<file path="src/rtl/regfile_pkg.sv">
// regfile_pkg: shared widths, defaults, grant encoding and FIFO entry type for the writeback arbiter
package regfile_pkg;
  localparam int XLEN = 32;
  localparam int REG_AW = 5;
  localparam int NREG = 1 << REG_AW;
  localparam int FIFO_DEPTH_D = 2;
  localparam int STARVE_LIMIT_D = 4;
  typedef enum logic [1:0] {GNT_NONE = 2'd0, GNT_CORE = 2'd1, GNT_MC = 2'd2} gnt_e;
  typedef struct packed {
    logic [REG_AW-1:0] rd;
    logic [XLEN-1:0] wd;
  } wb_entry_t;
endpackage

</file>
<file path="src/rtl/regfile_wb_arbiter_if.sv">
// regfile_wb_arbiter_if: core, multi-cycle unit and register-file write port signals
interface regfile_wb_arbiter_if;
  import regfile_pkg::*;
  logic core_we;
  logic [REG_AW-1:0] core_rd;
  logic [XLEN-1:0] core_wd;
  logic core_stall;
  logic [REG_AW-1:0] rs1;
  logic [REG_AW-1:0] rs2;
  logic rs1_busy;
  logic rs2_busy;
  logic mc_issue;
  logic [REG_AW-1:0] mc_issue_rd;
  logic mc_valid;
  logic [REG_AW-1:0] mc_rd;
  logic [XLEN-1:0] mc_wd;
  logic mc_ready;
  logic rf_we;
  logic [REG_AW-1:0] rf_a3;
  logic [XLEN-1:0] rf_wd;
  modport slave (
    input core_we, core_rd, core_wd, rs1, rs2, mc_issue, mc_issue_rd, mc_valid, mc_rd, mc_wd,
    output core_stall, rs1_busy, rs2_busy, mc_ready, rf_we, rf_a3, rf_wd
  );
  modport master (
    output core_we, core_rd, core_wd, rs1, rs2, mc_issue, mc_issue_rd, mc_valid, mc_rd, mc_wd,
    input core_stall, rs1_busy, rs2_busy, mc_ready, rf_we, rf_a3, rf_wd
  );
endinterface

</file>
<file path="src/rtl/wb_fifo.sv">
// wb_fifo: small synchronous FIFO buffering multi-cycle writeback entries
module wb_fifo #(
  parameter int DEPTH = 2,
  parameter int W = 37
) (
  input  logic         clk,
  input  logic         rst,
  input  logic         i_push,
  input  logic         i_pop,
  input  logic [W-1:0] i_wdata,
  output logic         o_full,
  output logic         o_empty,
  output logic [W-1:0] o_head
);
  localparam int AW = $clog2(DEPTH);
  localparam logic [AW:0] FULL = (AW+1)'(DEPTH);
  logic [W-1:0] r_mem [DEPTH];
  logic [AW-1:0] r_wp, r_rp;
  logic [AW:0] r_cnt;
  logic w_push, w_pop;
  assign o_full = r_cnt == FULL;
  assign o_empty = r_cnt == '0;
  assign o_head = r_mem[r_rp];
  assign w_push = i_push && !o_full;
  assign w_pop = i_pop && !o_empty;
  always_ff @(posedge clk or posedge rst)
    if (rst) begin
      r_wp <= '0;
      r_rp <= '0;
      r_cnt <= '0;
    end else begin
      r_wp <= r_wp + AW'(w_push);
      r_rp <= r_rp + AW'(w_pop);
      r_cnt <= r_cnt + (AW+1)'(w_push) - (AW+1)'(w_pop);
    end
  always_ff @(posedge clk)
    if (w_push) r_mem[r_wp] <= i_wdata;
endmodule

</file>
<file path="src/rtl/regfile_wb_arbiter.sv">
// regfile_wb_arbiter: shares the register file write port between core and multi-cycle writebacks,
// with starvation protection and a busy scoreboard driving core stalls
module regfile_wb_arbiter
  import regfile_pkg::*;
#(
  parameter int FIFO_DEPTH = FIFO_DEPTH_D,
  parameter int STARVE_LIMIT = STARVE_LIMIT_D
) (
  input logic clk,
  input logic rst,
  regfile_wb_arbiter_if.slave bus
);
  localparam int SW = $clog2(STARVE_LIMIT + 1);
  localparam logic [SW-1:0] LIMIT = SW'(STARVE_LIMIT);
  wb_entry_t w_head;
  logic w_full, w_empty, w_push, w_pop, w_waw;
  gnt_e w_gnt;
  logic [SW-1:0] r_starve;
  logic [NREG-1:0] r_busy, w_busy_nxt;
  assign bus.mc_ready = !rst && !w_full;
  assign w_push = bus.mc_valid && bus.mc_ready;
  assign w_gnt = (!w_empty && (!bus.core_we || r_starve == LIMIT)) ? GNT_MC :
                 bus.core_we ? GNT_CORE : GNT_NONE;
  assign w_pop = w_gnt == GNT_MC;
  wb_fifo #(.DEPTH(FIFO_DEPTH), .W($bits(wb_entry_t))) u_fifo (
    .clk(clk),
    .rst(rst),
    .i_push(w_push),
    .i_pop(w_pop),
    .i_wdata({bus.mc_rd, bus.mc_wd}),
    .o_full(w_full),
    .o_empty(w_empty),
    .o_head(w_head)
  );
  // Writes to x0 still consume their grant (and pop), they just never assert WE3
  assign bus.rf_we = !rst && (w_pop ? w_head.rd != '0 : w_gnt == GNT_CORE && bus.core_rd != '0);
  assign bus.rf_a3 = w_pop ? w_head.rd : w_gnt == GNT_CORE ? bus.core_rd : '0;
  assign bus.rf_wd = w_pop ? w_head.wd : w_gnt == GNT_CORE ? bus.core_wd : '0;
  assign bus.rs1_busy = r_busy[bus.rs1] && bus.rs1 != '0;
  assign bus.rs2_busy = r_busy[bus.rs2] && bus.rs2 != '0;
  assign w_waw = bus.core_we && r_busy[bus.core_rd] && bus.core_rd != '0;
  assign bus.core_stall = (bus.core_we && w_pop) || w_waw || bus.rs1_busy || bus.rs2_busy;
  always_ff @(posedge clk or posedge rst)
    if (rst) r_starve <= '0;
    else r_starve <= (w_empty || w_pop) ? '0 :
                     (w_gnt == GNT_CORE && r_starve != LIMIT) ? r_starve + 1'b1 : r_starve;
  // A new issue to the register being retired this cycle keeps it busy
  always_comb begin
    w_busy_nxt = r_busy;
    if (w_pop) w_busy_nxt[w_head.rd] = 1'b0;
    if (bus.mc_issue) w_busy_nxt[bus.mc_issue_rd] = 1'b1;
    w_busy_nxt[0] = 1'b0;
  end
  always_ff @(posedge clk or posedge rst)
    if (rst) r_busy <= '0;
    else r_busy <= w_busy_nxt;
endmodule

</file>
<file path="src/flat_wrapper.sv">
// flat-port wrapper written by rule: the top's interface ports become plain ports
module regfile_wb_arbiter_flat import regfile_pkg::*;
#(
  parameter int FIFO_DEPTH = FIFO_DEPTH_D,
  parameter int STARVE_LIMIT = STARVE_LIMIT_D
)
  (clk, rst, bus_core_we, bus_core_rd, bus_core_wd, bus_rs1, bus_rs2, bus_mc_issue, bus_mc_issue_rd, bus_mc_valid, bus_mc_rd, bus_mc_wd, bus_core_stall, bus_rs1_busy, bus_rs2_busy, bus_mc_ready, bus_rf_we, bus_rf_a3, bus_rf_wd);
  regfile_wb_arbiter_if bus_i ();
  input logic clk;
  input logic rst;
  input wire logic [$bits(bus_i.core_we)-1:0] bus_core_we;
  input wire logic [$bits(bus_i.core_rd)-1:0] bus_core_rd;
  input wire logic [$bits(bus_i.core_wd)-1:0] bus_core_wd;
  input wire logic [$bits(bus_i.rs1)-1:0] bus_rs1;
  input wire logic [$bits(bus_i.rs2)-1:0] bus_rs2;
  input wire logic [$bits(bus_i.mc_issue)-1:0] bus_mc_issue;
  input wire logic [$bits(bus_i.mc_issue_rd)-1:0] bus_mc_issue_rd;
  input wire logic [$bits(bus_i.mc_valid)-1:0] bus_mc_valid;
  input wire logic [$bits(bus_i.mc_rd)-1:0] bus_mc_rd;
  input wire logic [$bits(bus_i.mc_wd)-1:0] bus_mc_wd;
  output wire logic [$bits(bus_i.core_stall)-1:0] bus_core_stall;
  output wire logic [$bits(bus_i.rs1_busy)-1:0] bus_rs1_busy;
  output wire logic [$bits(bus_i.rs2_busy)-1:0] bus_rs2_busy;
  output wire logic [$bits(bus_i.mc_ready)-1:0] bus_mc_ready;
  output wire logic [$bits(bus_i.rf_we)-1:0] bus_rf_we;
  output wire logic [$bits(bus_i.rf_a3)-1:0] bus_rf_a3;
  output wire logic [$bits(bus_i.rf_wd)-1:0] bus_rf_wd;
  assign bus_i.core_we = bus_core_we;
  assign bus_i.core_rd = bus_core_rd;
  assign bus_i.core_wd = bus_core_wd;
  assign bus_i.rs1 = bus_rs1;
  assign bus_i.rs2 = bus_rs2;
  assign bus_i.mc_issue = bus_mc_issue;
  assign bus_i.mc_issue_rd = bus_mc_issue_rd;
  assign bus_i.mc_valid = bus_mc_valid;
  assign bus_i.mc_rd = bus_mc_rd;
  assign bus_i.mc_wd = bus_mc_wd;
  assign bus_core_stall = bus_i.core_stall;
  assign bus_rs1_busy = bus_i.rs1_busy;
  assign bus_rs2_busy = bus_i.rs2_busy;
  assign bus_mc_ready = bus_i.mc_ready;
  assign bus_rf_we = bus_i.rf_we;
  assign bus_rf_a3 = bus_i.rf_a3;
  assign bus_rf_wd = bus_i.rf_wd;
  regfile_wb_arbiter #(.FIFO_DEPTH(FIFO_DEPTH), .STARVE_LIMIT(STARVE_LIMIT)) u_core (.clk(clk), .rst(rst), .bus(bus_i));
endmodule
</file>
<file path="config.mk">
export PLATFORM = sky130hd
export DESIGN_NAME = regfile_wb_arbiter_flat
export DESIGN_NICKNAME = d
export VERILOG_FILES = /design/src/rtl/regfile_pkg.sv /design/src/rtl/regfile_wb_arbiter_if.sv /design/src/rtl/wb_fifo.sv /design/src/rtl/regfile_wb_arbiter.sv /design/src/flat_wrapper.sv
export SDC_FILE = /design/constraint.sdc
export NUM_CORES = 1
export LEC_CHECK = 0
export ABC_AREA = 1
export CAP_MARGIN = 5
export CORE_MARGIN = 2
export CORE_UTILIZATION = 52
export CTS_BUF_LIST = sky130_fd_sc_hd__clkbuf_4
export DETAILED_ROUTE_END_ITERATION = 8
export GPL_TIMING_DRIVEN = 0
export PLACE_DENSITY = 0.83
export RECOVER_POWER = 25
export SYNTH_ARGS = -nofsm -noshare
export SYNTH_HDL_FRONTEND = slang
export SYNTH_SLANG_ARGS = --single-unit
</file>
<file path="constraint.sdc">
create_clock -name clk -period 2.65 [get_ports clk]
set_clock_uncertainty 0.15 [all_clocks]
set_input_delay 0.53 -clock clk [delete_from_list [all_inputs] [get_ports clk]]
set_output_delay 0.53 -clock clk [all_outputs]
set_load 0.01 [all_outputs]
</file>
**Yosys cells after proc, flatten, opt, wreduce, memory -nomap -nowiden**

Memory sizes are Yosys's and may differ from the RTL's.
Cells that the tools add are included.

- Bits in registers: 38
- Bits in writable memories: 74
- Bits of input ports: 94
- Output and inout bits: 42
- Memories kept: 1

- Add/sub/neg operators: 5
- Magnitude comparators: 7
- Equal/unequal tests: 5
- Mux-type cells: 23
- Bitwise logic cells: 3
- Reduce and logical (&&, ||, !) cells: 30

Memory list:

| name | depth | bits a word | rd ports | clocked after memory_dff | wr ports | line | text |
|---|---|---|---|---|---|---|---|
| u_core.u_fifo.r_mem | 2 | 37 | 1 | 0 | 1 | wb_fifo.sv:17 | `logic [W-1:0] r_mem [DEPTH];` |

Operators by type and width:

| cell | number |
|---|---|
| 32-bit 2-to-1 mux | 4 |
| 32-bit AND | 1 |
| 32-bit NOT | 1 |
| 32-bit OR | 1 |
| 5-bit by 6-bit < comparator with 1-bit output (second input constant) | 5 |
| 5-bit nonzero test | 4 |
| 1-bit binary-select mux with 5-bit select | 3 |
| 1-bit logical AND | 15 |
| 1-bit demux with 5-bit select | 2 |
| 5-bit by 1-bit greater-or-equal comparator with 1-bit output (second input constant) | 2 |
| 5-bit 2-to-1 mux | 2 |
| 1-bit 2-to-1 mux | 9 |
| 3-bit 2-to-1 mux | 2 |
| 1-bit logical OR | 5 |
| 2-bit equality test (second input constant) | 2 |
| 1-bit logical NOT | 4 |
| 3-bit by 1-bit adder with 3-bit output (second input constant) | 1 |
| 3-bit equality test (second input constant) | 1 |
| 3-bit != test (second input constant) | 1 |
| 1-bit adder | 2 |
| 2-bit by 1-bit adder with 2-bit output | 1 |
| 2-bit by 1-bit equality test with 1-bit output (second input constant) | 1 |
| 2-bit logical NOT | 1 |
| 2-bit 2-to-1 mux | 1 |
| other kinds (2) | 2 |

**Longest topological paths before layout**

An unclocked memory read counts as a cell.

- Depth after elaboration: 10
- Gate-level depth with buffers: 13

**Cells and area by module**

Synthesis repeated with hierarchy kept, for this count alone.

- Cells, all modules: 754
- Area total of the unflattened synthesis: 6110.9 um^2

By module, submodules not included:

| module | times used | cells each | area each (um^2) |
|---|---|---|---|
| regfile_wb_arbiter | 1 | 528 | 3155.5 |
| wb_fifo | 1 | 226 | 2955.3 |

**Worst setup path before layout**

No wires, ideal clock.

- Path kind: input to register
- Start: in rst
- End: mem u_core.u_fifo.r_mem[1][0] (enable)
- Library setup time: 0.398 ns
- Arrival: 1.916 ns
- Required time: 2.102 ns
- Path slack: 0.187 ns
- Stages: 4
- Buffers on the path: 0
- Cells stage by stage: a21oi_1 -> nand2_1 -> inv_1 -> ha_1

- Cells in the longest elaborated chain, start to end: 6

Ends and longest elaborated chain:

| item | line | text |
|---|---|---|
| start, declared | flat_wrapper.sv:10 | `input logic rst;` |
| 1-bit logical NOT | regfile_wb_arbiter.sv:20 | `assign bus.mc_ready = !rst && !w_full;` |
| 1-bit logical AND | regfile_wb_arbiter.sv:20 |  |
| 1-bit logical AND | regfile_wb_arbiter.sv:21 | `assign w_push = bus.mc_valid && bus.mc_ready;` |
| 1-bit logical AND | wb_fifo.sv:24 | `assign w_push = i_push && !o_full;` |
| 1-bit 2-to-1 mux | wb_fifo.sv:37 | `if (w_push) r_mem[r_wp] <= i_wdata;` |
| 1-bit 2-to-1 mux (not written as such) | wb_fifo.sv:37 |  |
| end, declared | wb_fifo.sv:17 |  |

Every way passes these cells.

**Worst setup path in the final report**

- Start: reg u_core.u_fifo.r_cnt[1]
- End: out bus_rf_we

- Cells in the longest elaborated chain, start to end: 8

Ends and longest elaborated chain:

| item | line | text |
|---|---|---|
| start, declared | wb_fifo.sv:19 | `logic [AW:0] r_cnt;` |
| start signal, assigned | wb_fifo.sv:34 | `r_cnt <= r_cnt + (AW+1)'(w_push) - (AW+1)'(w_pop);` |
| 2-bit logical NOT * | wb_fifo.sv:22 | `assign o_empty = r_cnt == '0;` |
| 1-bit logical NOT * | regfile_wb_arbiter.sv:22 | `assign w_gnt = (!w_empty && (!bus.core_we \|\| r_starve == LIMIT)) ? GNT_MC :` |
| 1-bit logical AND * | regfile_wb_arbiter.sv:22 |  |
| 2-bit 2-to-1 mux * | regfile_wb_arbiter.sv:22 |  |
| 2-bit by 1-bit equality test with 1-bit output | regfile_wb_arbiter.sv:36 | `assign bus.rf_we = !rst && (w_pop ? w_head.rd != '0 : w_gnt == GNT_CORE && bus.core_rd != '0);` |
| 1-bit logical AND | regfile_wb_arbiter.sv:36 |  |
| 1-bit 2-to-1 mux * | regfile_wb_arbiter.sv:36 |  |
| 1-bit logical AND * | regfile_wb_arbiter.sv:36 |  |
| end, declared | flat_wrapper.sv:25 | `output wire logic [$bits(bus_i.rf_we)-1:0] bus_rf_we;` |

Mark *: on every way between the ends. The rest lies on a longest branch, timed or not.

==> impl_metrics.ini <==
[outcome]
status = finished, violations left
violations = negative setup slack

[critical_path]
reg2reg_from = u_core.u_fifo.r_cnt[1]
critical_path_arrival_ns = 2.19
crit_path_start_kind = flop
path_max_fanout = 3
crit_path_end_kind = primary output
r2r_cells = 5
reg2reg_to = u_core.u_fifo.r_mem[0][36]
criticalPathCategory = flop to primary output
required_ns = 1.97
r2r_slack_ns = 0.19

[routing]
drc = 0
wl_met1_mm = 7.35
vias = 5936
dr.pass1.iters = 5
drt-initial-drc-count = 754
drtAntennaViolNets = 0
route.top_layer_used = met4
wl_per_cell_um = 20.3
wl_met3_mm = 1.72
wl_mm = 19.8
route.met2.wl_mm = 9.98
viasPerCell = 6.06

[yosys]
seq_area_frac_synth = 0.537
synth-seq-cells = 112
synth_area_per_cell_um2 = 8.91
synth_most_common_cell = nand2_1
synth_edf_count = 74
syn_inst = 663
synth_cell_types = 33
synth_warnings = 0
yosysTopAreaCellShare = 0.376
syn_nets = 763
synth_top_area_cell = edfxtp_1
ys_top_cells_by_area = edfxtp_1, dfrtp_1, nand2_1
synth-main-ff-cell = edfxtp_1
syn_area_um2 = 5910
synthTopCellsByCount = nand2_1, nand3_1, edfxtp_1
synthArstFlopShare = 0.339

[finish]
drive_above_1_share = 0.254
syn2layout_area_growth_pct = 44.3
final_util = 0.776
finalNetCount = 932

[clock_tree]
cts_buffers = 9
clk_pin_slew_ns = 0.19
cts_max_level = 3
tritoncts = built
clockBufferDepth = 2
clockRootBuffer = clkbuf_4
clk_latency_ns = 0.47
cts.sinks = 112

[global_routing]
grt_max_degree = 38
grt-ovfl-total = 0
grt_pass1_vias = 5954
antenna_found_initial = 2
grt_pass1_wl_mm = 29.3
grtUsageTotal = 0.297

[die]
core_area_um2 = 11000
die_h_um = 111
chipWidth_um = 111
ios = 136
start_util = 0.538
rows = 38
die_area_um2 = 12200

[placement]
dpl_worst_slack_ns = -0.598
gp_congestion = 0.922
hpwl_mm = 12.2
port_buffers = 130

[sta]
layout_min_cycle_time_ns = 2.87
fin_crit_sh = 1.08
setup_violations = 38
tightest_slew_ns = 0.964
slew_viol_final = 0
hold_violations = 0
max_freq_ghz = 0.348
worst_slack_ns = -0.220
slew_headroom = 0.357
grt_setup_unrepaired = true
setup_tns_ns = -4.66

[flow_run]
maxCapViolations = 0

[worst_hold_path]
hold_start = u_core.r_busy[3]
min_path_cells = 2
hold_end = u_core.r_busy[3]
hold_class = flop to flop

[power_and_ir_drop]
leakagePower_nw = 3.52
power.density_nw_per_um2 = 907
peakVddDrop_uv = 536
[area by class of cell]
| type | count | area, um2 |
|---|---|---|
| well taps | 140 | 175 |
| plain buffers | 30 | 288 |
| fillers | 637 | 2460 |
| diodes | 2 | 5.00 |
| flip-flops and latches | 112 | 3170 |
| clock buffers | 10 | 75.1 |
| clock inverters | 6 | 60.1 |
| multi-input cells | 461 | 2870 |
| repair buffers | 158 | 1650 |
| inverters | 60 | 229 |
[how the worst max path moves through the flow]
stage	from	endpoint	cells after the start
2_1_floorplan	rst	u_core.u_fifo.r_mem[1][0]	4
3_3_place_gp	rst	u_core.u_fifo.r_mem[1][1]	5
5_1_grt	u_core.u_fifo.r_rp	bus_rf_we	6
4_1_cts	u_core.r_starve[1]	bus_rf_we	12
6_report	u_core.u_fifo.r_cnt[1]	bus_rf_we	9
3_5_place_dp	bus_rs2[2]	bus_core_stall	12
[cell usage in the layout (no fill, tap or decap), types with 6 or more instances in the layout]
master and instances:
inv_1 50, a21oi_2 9, dlygate4sd3_1 30, dlygate4sd2_1 8, a31o_4 18, dfrtp_1 38
nand3_1 80, edfxtp_1 74, buf_2 16, o21ai_0 39, buf_6 39, buf_4 17
nand2_1 188, buf_12 8, nand2_2 6, nor2_1 10, o21ai_1 23, clkbuf_4 10
a21oi_4 20, a31o_2 8, inv_2 9, clkdlybuf4s50_1 51
[flip-flops by register name (all words and copies together), names as in the netlist]
register             cells
u_core.u_fifo.r_mem     74
u_core.r_busy           31
u_core.u_fifo.r_wp       1
u_core.u_fifo.r_rp       1
u_core.r_starve          3
u_core.u_fifo.r_cnt      2
[timing repair]
action,CTS,global route
gates cloned,4,3
hold endpoints to repair,0,0
gates resized for setup,304,37
setup buffers,19,4
endpoints found under the setup margin,41,39
hold buffers,0,0
pin swaps,20,4
[where the power goes]
| group | switching (mW) | leakage, nW | internal (mW) | total, mW |
|---|---|---|---|---|
| Clock | 0.561 | 0.0683 | 0.293 | 0.854 |
| Sequential | 0.258 | 1.14 | 2.31 | 2.57 |
| Combinational | 2.41 | 2.31 | 1.90 | 4.31 |
[routing by layer]
metal  track usage  vias to the layer above
met5             0                        -
met3        0.0642                       75
met4         0.126                        0
li1              -                     2619
met2         0.510                      428
met1         0.361                     2814
[cell families after synthesis]
| group | synth area share |
|---|---|
| AOI/OAI and AO/OA | 0.148 |
| DFF | 0.537 |
| muxes | 0.00381 |
| buffers and inverters | 0.0725 |
| adders and majority gates | 0.0127 |
| xor gates and xnor gates | 0.00593 |
| and+or+nand+nor | 0.220 |
[metrics by stage]
| stage | hold slack, ns | cell area [um2] | std cells | power, mW |
|---|---|---|---|---|
| floorplan | 0.280 | 5910 | 663 | 4.40 |
| global placement | 0.291 | 7380 | 933 | 5.50 |
| detailed placement | 0.305 | 7410 | 934 | 5.64 |
| CTS | 0.366 | 8260 | 973 | 7.21 |
| global route | 0.413 | 8520 | 979 | 8.12 |
| finish | 0.373 | 8520 | 979 | 7.73 |
[critical path, cell delays in order, from the launching register on]
cell and delay (ns):
dfrtp_1 0.44, or2_1 0.29, nand2_4 0.14, buf_6 0.12, buf_6 0.09, clkinvlp_4 0.12, nand3_4 0.12, nor2_2 0.05
nor3_2 0.18, buf_2 0.16
Power figures use the tool's default switching activity.
